## src/rtl/shift_seq_ctrl_pkg.sv

```systemverilog
// shift_seq_pkg: shared state encoding and width helpers for the shift sequencer
package shift_seq_pkg;
    typedef enum logic [1:0] {S_IDLE, S_SHIFT, S_GAP} state_t;
    localparam int GAP_W = 8;
    function automatic int cnt_w(input int width);
        return $clog2(width + 1);
    endfunction
endpackage

```

## src/rtl/shift_seq_ctrl_if.sv

```systemverilog
// shift_seq_ctrl_if: request, shift-register and serial-output bundle of the sequencer
interface shift_seq_ctrl_if import shift_seq_pkg::*; #(parameter int WIDTH = 8) ();
    localparam int CNT_W = cnt_w(WIDTH);
    logic             req_valid;
    logic             req_ready;
    logic [WIDTH-1:0] req_data;
    logic [CNT_W-1:0] req_nbits;
    logic             fill_bit;
    logic             sr_load_en;
    logic             sr_shift_en;
    logic [WIDTH-1:0] sr_data_in;
    logic             sr_serial_in;
    logic             tx_valid;
    logic             tx_ready;
    logic             abort;
    logic             busy;
    logic             done;
    logic             aborted;
    modport master (
        output req_valid, req_data, req_nbits, fill_bit, tx_ready, abort,
        input  req_ready, sr_load_en, sr_shift_en, sr_data_in, sr_serial_in,
               tx_valid, busy, done, aborted
    );
    modport slave (
        input  req_valid, req_data, req_nbits, fill_bit, tx_ready, abort,
        output req_ready, sr_load_en, sr_shift_en, sr_data_in, sr_serial_in,
               tx_valid, busy, done, aborted
    );
endinterface

```

## src/rtl/shift_seq_ctrl_cnt.sv

```systemverilog
// shift_seq_cnt: loadable up/down counter flagging when it equals a terminal value
module shift_seq_cnt #(parameter int W = 4) (
    input  logic         clk,
    input  logic         rst,
    input  logic         clr,
    input  logic         load,
    input  logic         inc,
    input  logic         dec,
    input  logic [W-1:0] load_val,
    input  logic [W-1:0] tc_val,
    output logic         tc
);
    logic [W-1:0] q;
    // clear beats load beats count
    always_ff @(posedge clk or posedge rst)
        if (rst) q <= '0;
        else if (clr) q <= '0;
        else if (load) q <= load_val;
        else if (inc) q <= q + 1'b1;
        else if (dec) q <= q - 1'b1;
    assign tc = q == tc_val;
endmodule

```

## src/rtl/shift_seq_ctrl.sv

```systemverilog
// shift_seq_ctrl: meters parallel words out of an external shift register LSB first
module shift_seq_ctrl import shift_seq_pkg::*; #(
    parameter int WIDTH = 8,
    parameter int GAP   = 0
) (
    input logic clk,
    input logic rst,
    shift_seq_ctrl_if.slave bus
);
    localparam int CNT_W = cnt_w(WIDTH);
    localparam logic [CNT_W-1:0] FULL = CNT_W'(WIDTH);
    state_t state;
    logic [CNT_W-1:0] len;
    logic [CNT_W-1:0] eff_len;
    logic accept, beat, last, kill, bit_tc, gap_tc;
    assign bus.req_ready    = state == S_IDLE && !rst;
    assign bus.tx_valid     = state == S_SHIFT;
    assign bus.busy         = state != S_IDLE;
    assign bus.sr_load_en   = accept;
    assign bus.sr_shift_en  = beat;
    assign bus.sr_data_in   = bus.req_data;
    assign bus.sr_serial_in = bus.fill_bit;
    assign accept  = bus.req_valid && bus.req_ready;
    assign beat    = bus.tx_valid && bus.tx_ready;
    assign last    = beat && bit_tc;
    assign kill    = bus.abort && bus.busy;
    assign eff_len = (bus.req_nbits == '0 || bus.req_nbits > FULL) ? FULL : bus.req_nbits;
    shift_seq_cnt #(.W(CNT_W)) u_bits (
        .clk(clk), .rst(rst), .clr(accept || kill || last), .load(1'b0),
        .inc(beat), .dec(1'b0), .load_val('0), .tc_val(len - CNT_W'(1)), .tc(bit_tc)
    );
    shift_seq_cnt #(.W(GAP_W)) u_gap (
        .clk(clk), .rst(rst), .clr(kill), .load(last && GAP != 0),
        .inc(1'b0), .dec(state == S_GAP), .load_val(GAP_W'(GAP)), .tc_val(GAP_W'(1)), .tc(gap_tc)
    );
    // frame sequencing; abort outranks completion so a final-beat abort reports aborted only
    always_ff @(posedge clk or posedge rst)
        if (rst) begin
            state       <= S_IDLE;
            len         <= '0;
            bus.done    <= 1'b0;
            bus.aborted <= 1'b0;
        end else begin
            bus.done    <= 1'b0;
            bus.aborted <= 1'b0;
            if (kill) begin
                state       <= S_IDLE;
                bus.aborted <= 1'b1;
            end else if (accept) begin
                state <= S_SHIFT;
                len   <= eff_len;
            end else if (last) begin
                state    <= GAP != 0 ? S_GAP : S_IDLE;
                bus.done <= 1'b1;
            end else if (state == S_GAP && gap_tc) begin
                state <= S_IDLE;
            end
        end
endmodule

```

## src/flat_wrapper.sv

```systemverilog
// flat-port wrapper written by rule: the top's interface ports become plain ports
module shift_seq_ctrl_flat import shift_seq_pkg::*;
#(
    parameter int WIDTH = 8,
    parameter int GAP   = 0
)
  (clk, rst, bus_req_valid, bus_req_data, bus_req_nbits, bus_fill_bit, bus_tx_ready, bus_abort, bus_req_ready, bus_sr_load_en, bus_sr_shift_en, bus_sr_data_in, bus_sr_serial_in, bus_tx_valid, bus_busy, bus_done, bus_aborted);
  shift_seq_ctrl_if #(.WIDTH(WIDTH)) bus_i ();
  input logic clk;
  input logic rst;
  input wire logic [$bits(bus_i.req_valid)-1:0] bus_req_valid;
  input wire logic [$bits(bus_i.req_data)-1:0] bus_req_data;
  input wire logic [$bits(bus_i.req_nbits)-1:0] bus_req_nbits;
  input wire logic [$bits(bus_i.fill_bit)-1:0] bus_fill_bit;
  input wire logic [$bits(bus_i.tx_ready)-1:0] bus_tx_ready;
  input wire logic [$bits(bus_i.abort)-1:0] bus_abort;
  output wire logic [$bits(bus_i.req_ready)-1:0] bus_req_ready;
  output wire logic [$bits(bus_i.sr_load_en)-1:0] bus_sr_load_en;
  output wire logic [$bits(bus_i.sr_shift_en)-1:0] bus_sr_shift_en;
  output wire logic [$bits(bus_i.sr_data_in)-1:0] bus_sr_data_in;
  output wire logic [$bits(bus_i.sr_serial_in)-1:0] bus_sr_serial_in;
  output wire logic [$bits(bus_i.tx_valid)-1:0] bus_tx_valid;
  output wire logic [$bits(bus_i.busy)-1:0] bus_busy;
  output wire logic [$bits(bus_i.done)-1:0] bus_done;
  output wire logic [$bits(bus_i.aborted)-1:0] bus_aborted;
  assign bus_i.req_valid = bus_req_valid;
  assign bus_i.req_data = bus_req_data;
  assign bus_i.req_nbits = bus_req_nbits;
  assign bus_i.fill_bit = bus_fill_bit;
  assign bus_i.tx_ready = bus_tx_ready;
  assign bus_i.abort = bus_abort;
  assign bus_req_ready = bus_i.req_ready;
  assign bus_sr_load_en = bus_i.sr_load_en;
  assign bus_sr_shift_en = bus_i.sr_shift_en;
  assign bus_sr_data_in = bus_i.sr_data_in;
  assign bus_sr_serial_in = bus_i.sr_serial_in;
  assign bus_tx_valid = bus_i.tx_valid;
  assign bus_busy = bus_i.busy;
  assign bus_done = bus_i.done;
  assign bus_aborted = bus_i.aborted;
  shift_seq_ctrl #(.WIDTH(WIDTH), .GAP(GAP)) u_core (.clk(clk), .rst(rst), .bus(bus_i));
endmodule
```

## config.mk

```make
export PLATFORM = sky130hd
export DESIGN_NAME = shift_seq_ctrl_flat
export DESIGN_NICKNAME = d
export VERILOG_FILES = /design/src/rtl/shift_seq_ctrl_pkg.sv /design/src/rtl/shift_seq_ctrl_if.sv /design/src/rtl/shift_seq_ctrl_cnt.sv /design/src/rtl/shift_seq_ctrl.sv /design/src/flat_wrapper.sv
export SDC_FILE = /design/constraint.sdc
export NUM_CORES = 1
export LEC_CHECK = 0
export BUFFER_PORTS_ARGS = -buffer_cell sky130_fd_sc_hd__buf_2
export CORE_MARGIN = 1.5
export CORE_UTILIZATION = 46
export CTS_CLUSTER_SIZE = 25
export DETAILED_ROUTE_END_ITERATION = 6
export PLACE_DENSITY_LB_ADDON = 0.15
export REMOVE_ABC_BUFFERS = 1
export SETUP_SLACK_MARGIN = 0.05
export SYNTH_ARGS = -nofsm -noshare
export SYNTH_HDL_FRONTEND = slang
export SYNTH_HIERARCHICAL = 1
export SYNTH_SLANG_ARGS = --single-unit
export TNS_END_PERCENT = 5
```

## constraint.sdc

```tcl
create_clock -name clk -period 2 [get_ports clk]
set_input_delay 0.1 -clock clk [delete_from_list [all_inputs] [get_ports clk]]
set_output_delay 0.1 -clock clk [all_outputs]
set_load 0.005 [all_outputs]
```

# After elaboration in Yosys (flattened, before gate mapping)
# Index checks and enable logic that the tools add are counted.
# totals
elab_cells	45
romBits	0
in_bits	18
out_inout_bits	16
ram_bits	0
latchBits	0
ff_bits	20
memories	0
# op_classes
n_reduce_logical	17
eq_ne	4
n_bitwise	1
div_mod_pow	0
n_mul	0
addsub	3
shift	0
muxes	13
n_lt_le_gt_ge	1
# ops
op	n
$mux 8	2
$mux 4	3
$eq 8x1->1 const B	1
$mux 2	4
$sub 8x1->8 const B	1
$logic_and 1x1->1	6
$reduce_bool 2->1	3
$add 4x1->4 const B	1
$eq 4x4->1	1
$gt 4x4->1 const B	1
$logic_not 4->1	1
$mux 1	4
$reduce_bool 4->1	1
$sub 4x1->4 const B	1
$logic_or 1x1->1	3
$eq 2x1->1 const B	1
$eq 2x2->1 const B	1
$logic_not 2->1	1
$reduce_and 2->1	1
$logic_not 1->1	1
$not 1->1	1

# Longest topological paths before layout
# depth
depth_word	6
depth_mapped	8
ltp_nobuf	8

# Cells and area by module
# The synthesis kept the hierarchy.
# by_module_without_submodules
module	cells_each	seq_area_each_um2	area_per_inst_um2	n_inst
shift_seq_ctrl	44	175.2	446.7	1
shift_seq_cnt	39	100.1	365.4	1

# Worst setup path before layout
# OpenSTA, ideal clock, no wires.
# synth_timing
path_type	register to register
startpoint	register u_core.state[0]
endpoint	register u_core.u_bits.q[3]
n_path_buf	0
synth_period_minus_slack_ns	1.904
t_arrival_ns	1.793
required_ns	1.889
setup_ns	0.111
path_stages_with_launch	8
setup_slack_ns	0.096
path_cell_list	dfrtp_1 and2_1 inv_1 ha_1 o21ai_0 o21ai_0 mux2i_1 a2111oi_2
# synth_between
elab_cells_between_ends	12
cone_classes	eq/ne (1); mux (1); reduce/logical (10)
# synth_rtl
item	line_no	text
start, declared	shift_seq_ctrl.sv:12	state_t state;
start signal, assigned	shift_seq_ctrl.sv:53	state <= GAP != 0 ? S_GAP : S_IDLE;
$eq 2x1->1 (*)	shift_seq_ctrl.sv:17	assign bus.tx_valid = state == S_SHIFT;
$logic_and 1x1->1 (*)	shift_seq_ctrl.sv:24	assign beat = bus.tx_valid && bus.tx_ready;
named net bus_sr_shift_en	flat_wrapper.sv:19	output wire logic [$bits(bus_i.sr_shift_en)-1:0] bus_sr_shift_en;
$logic_and 1x1->1	shift_seq_ctrl.sv:25	assign last = beat && bit_tc;
$logic_or 1x1->1	shift_seq_ctrl.sv:29	.clk(clk), .rst(rst), .clr(accept || kill || last), .load(1'b0),
$mux 4 / $reduce_bool 2->1 (equally long branches)	n/a	
end signal, assigned	shift_seq_ctrl_cnt.sv:18	else if (load) q <= load_val;
end signal, assigned	shift_seq_ctrl_cnt.sv:19	else if (inc) q <= q + 1'b1;
end signal, assigned	shift_seq_ctrl_cnt.sv:20	else if (dec) q <= q - 1'b1;
end, declared	shift_seq_ctrl_cnt.sv:13	logic [W-1:0] q;
# The timed path passes the listed nets; every way through them passes the cells marked *.
# A chain may end at the register's enable or synchronous reset.

# Worst setup path after layout
# layout_timing
startpoint	register u_core.len[1]
endpoint	register u_core.u_bits.q[3]
# layout_between
elab_chain_len	5
elab_cells_between_ends	6
cone_classes	add/sub (1); eq/ne (1); mux (1); reduce/logical (3)
# layout_rtl
item	line_no	text
start, declared	shift_seq_ctrl.sv:13	logic [CNT_W-1:0] len;
start signal, assigned	shift_seq_ctrl.sv:51	len <= eff_len;
$sub 4x1->4 (*)	shift_seq_ctrl.sv:30	.inc(beat), .dec(1'b0), .load_val('0), .tc_val(len - CNT_W'(1)), .tc(bit_tc)
$eq 4x4->1 (*)	shift_seq_ctrl_cnt.sv:21	assign tc = q == tc_val;
named net u_core.bit_tc	shift_seq_ctrl.sv:15	logic accept, beat, last, kill, bit_tc, gap_tc;
$logic_and 1x1->1 (*)	shift_seq_ctrl.sv:25	
$logic_or 1x1->1 (*)	shift_seq_ctrl.sv:29	
$mux 4 / $reduce_bool 2->1 (equally long branches)	n/a	
# Marks and branches as above.

==> results.py <==
metrics = {
    "run_status": {
        "outcome": "finished, final reports clean",
    },
    "run": {
        "cap_viol_max_count": 0,
    },
    "clock_tree": {
        "clk_pin_slew_ns": 0.07,
        "cts_root_buf": "clkbuf_4",
        "clock_latency_ns": 0.28,
        "cts_tree": "done",
        "cts_inserted_buffers": 3,
        "clock_path_buffers": 2,
        "clock-sinks": 11,
        "htree_levels": 1,
    },
    "min_path": {
        "hold_path_class": "primary input to flop",
    },
    "placement": {
        "place.port_buffers": 15,
        "pre_cts_ws_ns": 0.05868,
        "finalWeightedCongestion": 0.7191,
        "hpwlAfterDp_mm": 1.261,
    },
    "timing": {
        "fin_crit_ns": 1.898,
        "rsz0062_at_grt": "true",
        "timing.hold.ws_ns": 0.1040,
        "slew_violations": 0,
        "setup_viol": 0,
        "worst_slack_ns": 0.1023,
        "max_freq_mhz": 526.9,
        "post-route-period-util_pct": 94.89,
        "hold_viol": 0,
        "fin_skew_ns": 0.003595,
    },
    "power_and_ir_drop": {
        "p_switching_uw": 305.4,
        "ir_drop_mv": 0.5508,
        "clkPwrFrac_pct": 19.5,
        "power_frac_seq_pct": 37.0,
        "netSwitchingFraction_pct": 36.85,
        "leakage_uw": 0.0004680,
        "power.density_nw_per_um2": 845.9,
        "cellInternalPower_uw": 523.3,
        "combPwrFrac_pct": 43.5,
    },
    "synthesis": {
        "yosysTopAreaCellShare_pct": 33.90,
        "synth_area_leaders": "dfrtp_1 34%, buf_4 9.2%, xor2_1 7.6%",
        "synth_top_area_cell": "dfrtp_1",
        "yosysUniqueCellTypes": 30,
        "ys_warn_count": 6,
        "synth.avg_cell_area_um2": 9.783,
        "ys_ff_latch": 11,
        "netlist_area_um2": 812.0,
        "synthCells": 83,
        "yosysSeqAreaShare_pct": 33.90,
    },
    "routing": {
        "dr.pass1.iters": 4,
        "antenna_left": 0,
        "viasPerCell": 5.109,
        "routedWlPerCell_um": 13.98,
        "routed_wl_mm": 1.664,
        "vias": 608,
        "drc": 0,
        "first_iter_violations": 11,
    },
    "grt": {
        "grt_pass1_wl_mm": 2.635,
        "overflow": 0,
        "antenna_found_initial": 0,
        "grt_usage_pct": 19.23,
        "grt_max_degree": 9,
        "grt_pass1_vias": 591,
    },
    "die": {
        "die-width_um": 45.02,
        "die_height_um": 45.02,
        "die_area_um2": 2026,
        "rows": 14,
        "io_pins": 34,
        "core-area_um2": 1577,
        "initial_core_util_pct": 51.51,
    },
    "final_layout": {
        "layout_common_cells": "15 x buf_2, 11 x dfrtp_1, 9 x nor2_1, 8 x conb_1",
        "diodes": 0,
        "fin_nets": 126,
        "drive_gt1_share_pct": 36.89,
        "layout_commonest_cell": "buf_2",
        "area_growth_pct": 20.65,
    },
    "worst_setup_path": {
        "critPathKind": "flop to flop",
        "worstPathRequired_ns": 2.18,
        "cp-end-kind": "flop",
        "crit_fanout": 4,
        "cp-start-kind": "flop",
        "cp.arrival_ns": 2.08,
    },
}
## stage by stage
stage	TNS (ns)	utilization, %	power, µW	cell area, µm²	cells
2_1_floorplan	0	-	525.2	759.5	79
3_3_place_gp	0	55.16	602.7	869.6	112
3_5_place_dp	0	55.16	608.7	869.6	112
4_1_cts	0	59.13	794.5	932.1	118
5_1_grt	-0.03218	62.14	894.2	979.7	119
6_report	0	62.14	828.7	979.7	119
## cell families after synthesis
| logic type | Yosys count | synth area share, % |
|---|---|---|
| AOI/OAI and AO/OA | 8 | 9.399 |
| adders and majority gates | 4 | 7.088 |
| buffers and inverters | 19 | 13.40 |
| other | 1 | 0.4618 |
| DFF | 11 | 33.90 |
| and+or+nand+nor | 25 | 17.72 |
| xor gates and xnor gates | 8 | 8.629 |
| muxes | 7 | 9.399 |
## power by group through the flow
stage | Combinational, µW | Clock, µW | Sequential [µW]
final | 361 | 161 | 307
after floorplan | 224 | 0 | 301
after global routing | 407 | 174 | 313
after global placement | 296 | 0 | 307
after detailed placement | 300 | 0 | 308
after CTS | 320 | 167 | 307
## sequential cells by signal (all words and copies together), names as in the netlist
name / count
u_core/len: 4
u_core/u_bits/q: 4
u_core/bus.aborted: 1
u_core/bus.done: 1
u_core/state: 1
## final cells by class
type / count / area, µm²
fill: 142 / 596.8
multi-input combinational: 60 / 509.2
sequential: 11 / 275.3
timing repair buffer: 20 / 117.6
inverter: 8 / 30.03
clock buffer: 3 / 22.52
tap: 16 / 20.02
clock inverter: 1 / 5.005
## critical path, stage by stage, from the launching register on
cell,delay (ns)
dfrtp_1,0.39
inv_1,0.12
ha_4,0.15
xor2_2,0.17
xor2_1,0.16
nor4_1,0.07
nand3_1,0.12
or3b_4,0.43
a2111oi_4,0.18
## Yosys cell counts
| cell | count |
|---|---|
| dfrtp_1 | 11 |
| o211ai_2 | 1 |
| xor2_1 | 7 |
| nor2_1 | 9 |
| or3b_1 | 1 |
| nand2_1 | 1 |
| mux2_2 | 1 |
| mux2i_1 | 5 |
| and2_1 | 2 |
| nand3_1 | 1 |
| xnor2_1 | 1 |
| fa_1 | 1 |
| nor4_1 | 1 |
| buf_4 | 10 |
| nor3_1 | 4 |
| inv_1 | 8 |
| a211oi_2 | 1 |
| clkbuf_1 | 1 |
| mux2_4 | 1 |
| a31o_2 | 1 |
| nor3b_4 | 1 |
| ha_1 | 3 |
| o22a_1 | 1 |
| o31a_1 | 1 |
| nand2b_1 | 3 |
| a2111oi_2 | 1 |
| nor2b_1 | 1 |
| or4b_1 | 1 |
| conb_1 | 1 |
| o21ai_0 | 2 |
## final timing paths
path                                   from                 end  slack, ns  cells past startpoint
max reg2reg                   u_core/len[1]  u_core/u_bits/q[3]       0.10                      8
min in group asynchronous               rst  u_core/u_bits/q[2]       0.30                      3
min                        bus_req_nbits[1]       u_core/len[1]       0.10                      3
min reg2reg                   u_core/len[3]       u_core/len[3]       0.54                      1
max                           u_core/len[1]  u_core/u_bits/q[3]       0.10                      8
max in group asynchronous               rst       u_core/len[2]       1.42                      3
## layer usage
metal,vias up,part of all wire [%],GRT usage [%]
met5,-,0,0
met1,282,45,22.76
met4,0,0.84,5.294
met3,2,8.0,12.80
met2,27,46,28.57
li1,297,-,-
## repair_timing
| action | in CTS | in global routing |
|---|---|---|
| setup buffers | 0 | 1 |
| pin swaps | 0 | 5 |
| hold buffers | 2 | 0 |
| endpoints found under the setup margin | 1 | 4 |
| resized for setup | 3 | 10 |
| endpoints found under the hold margin | 12 | 0 |
No activity file was read; power rests on OpenSTA's default activity.
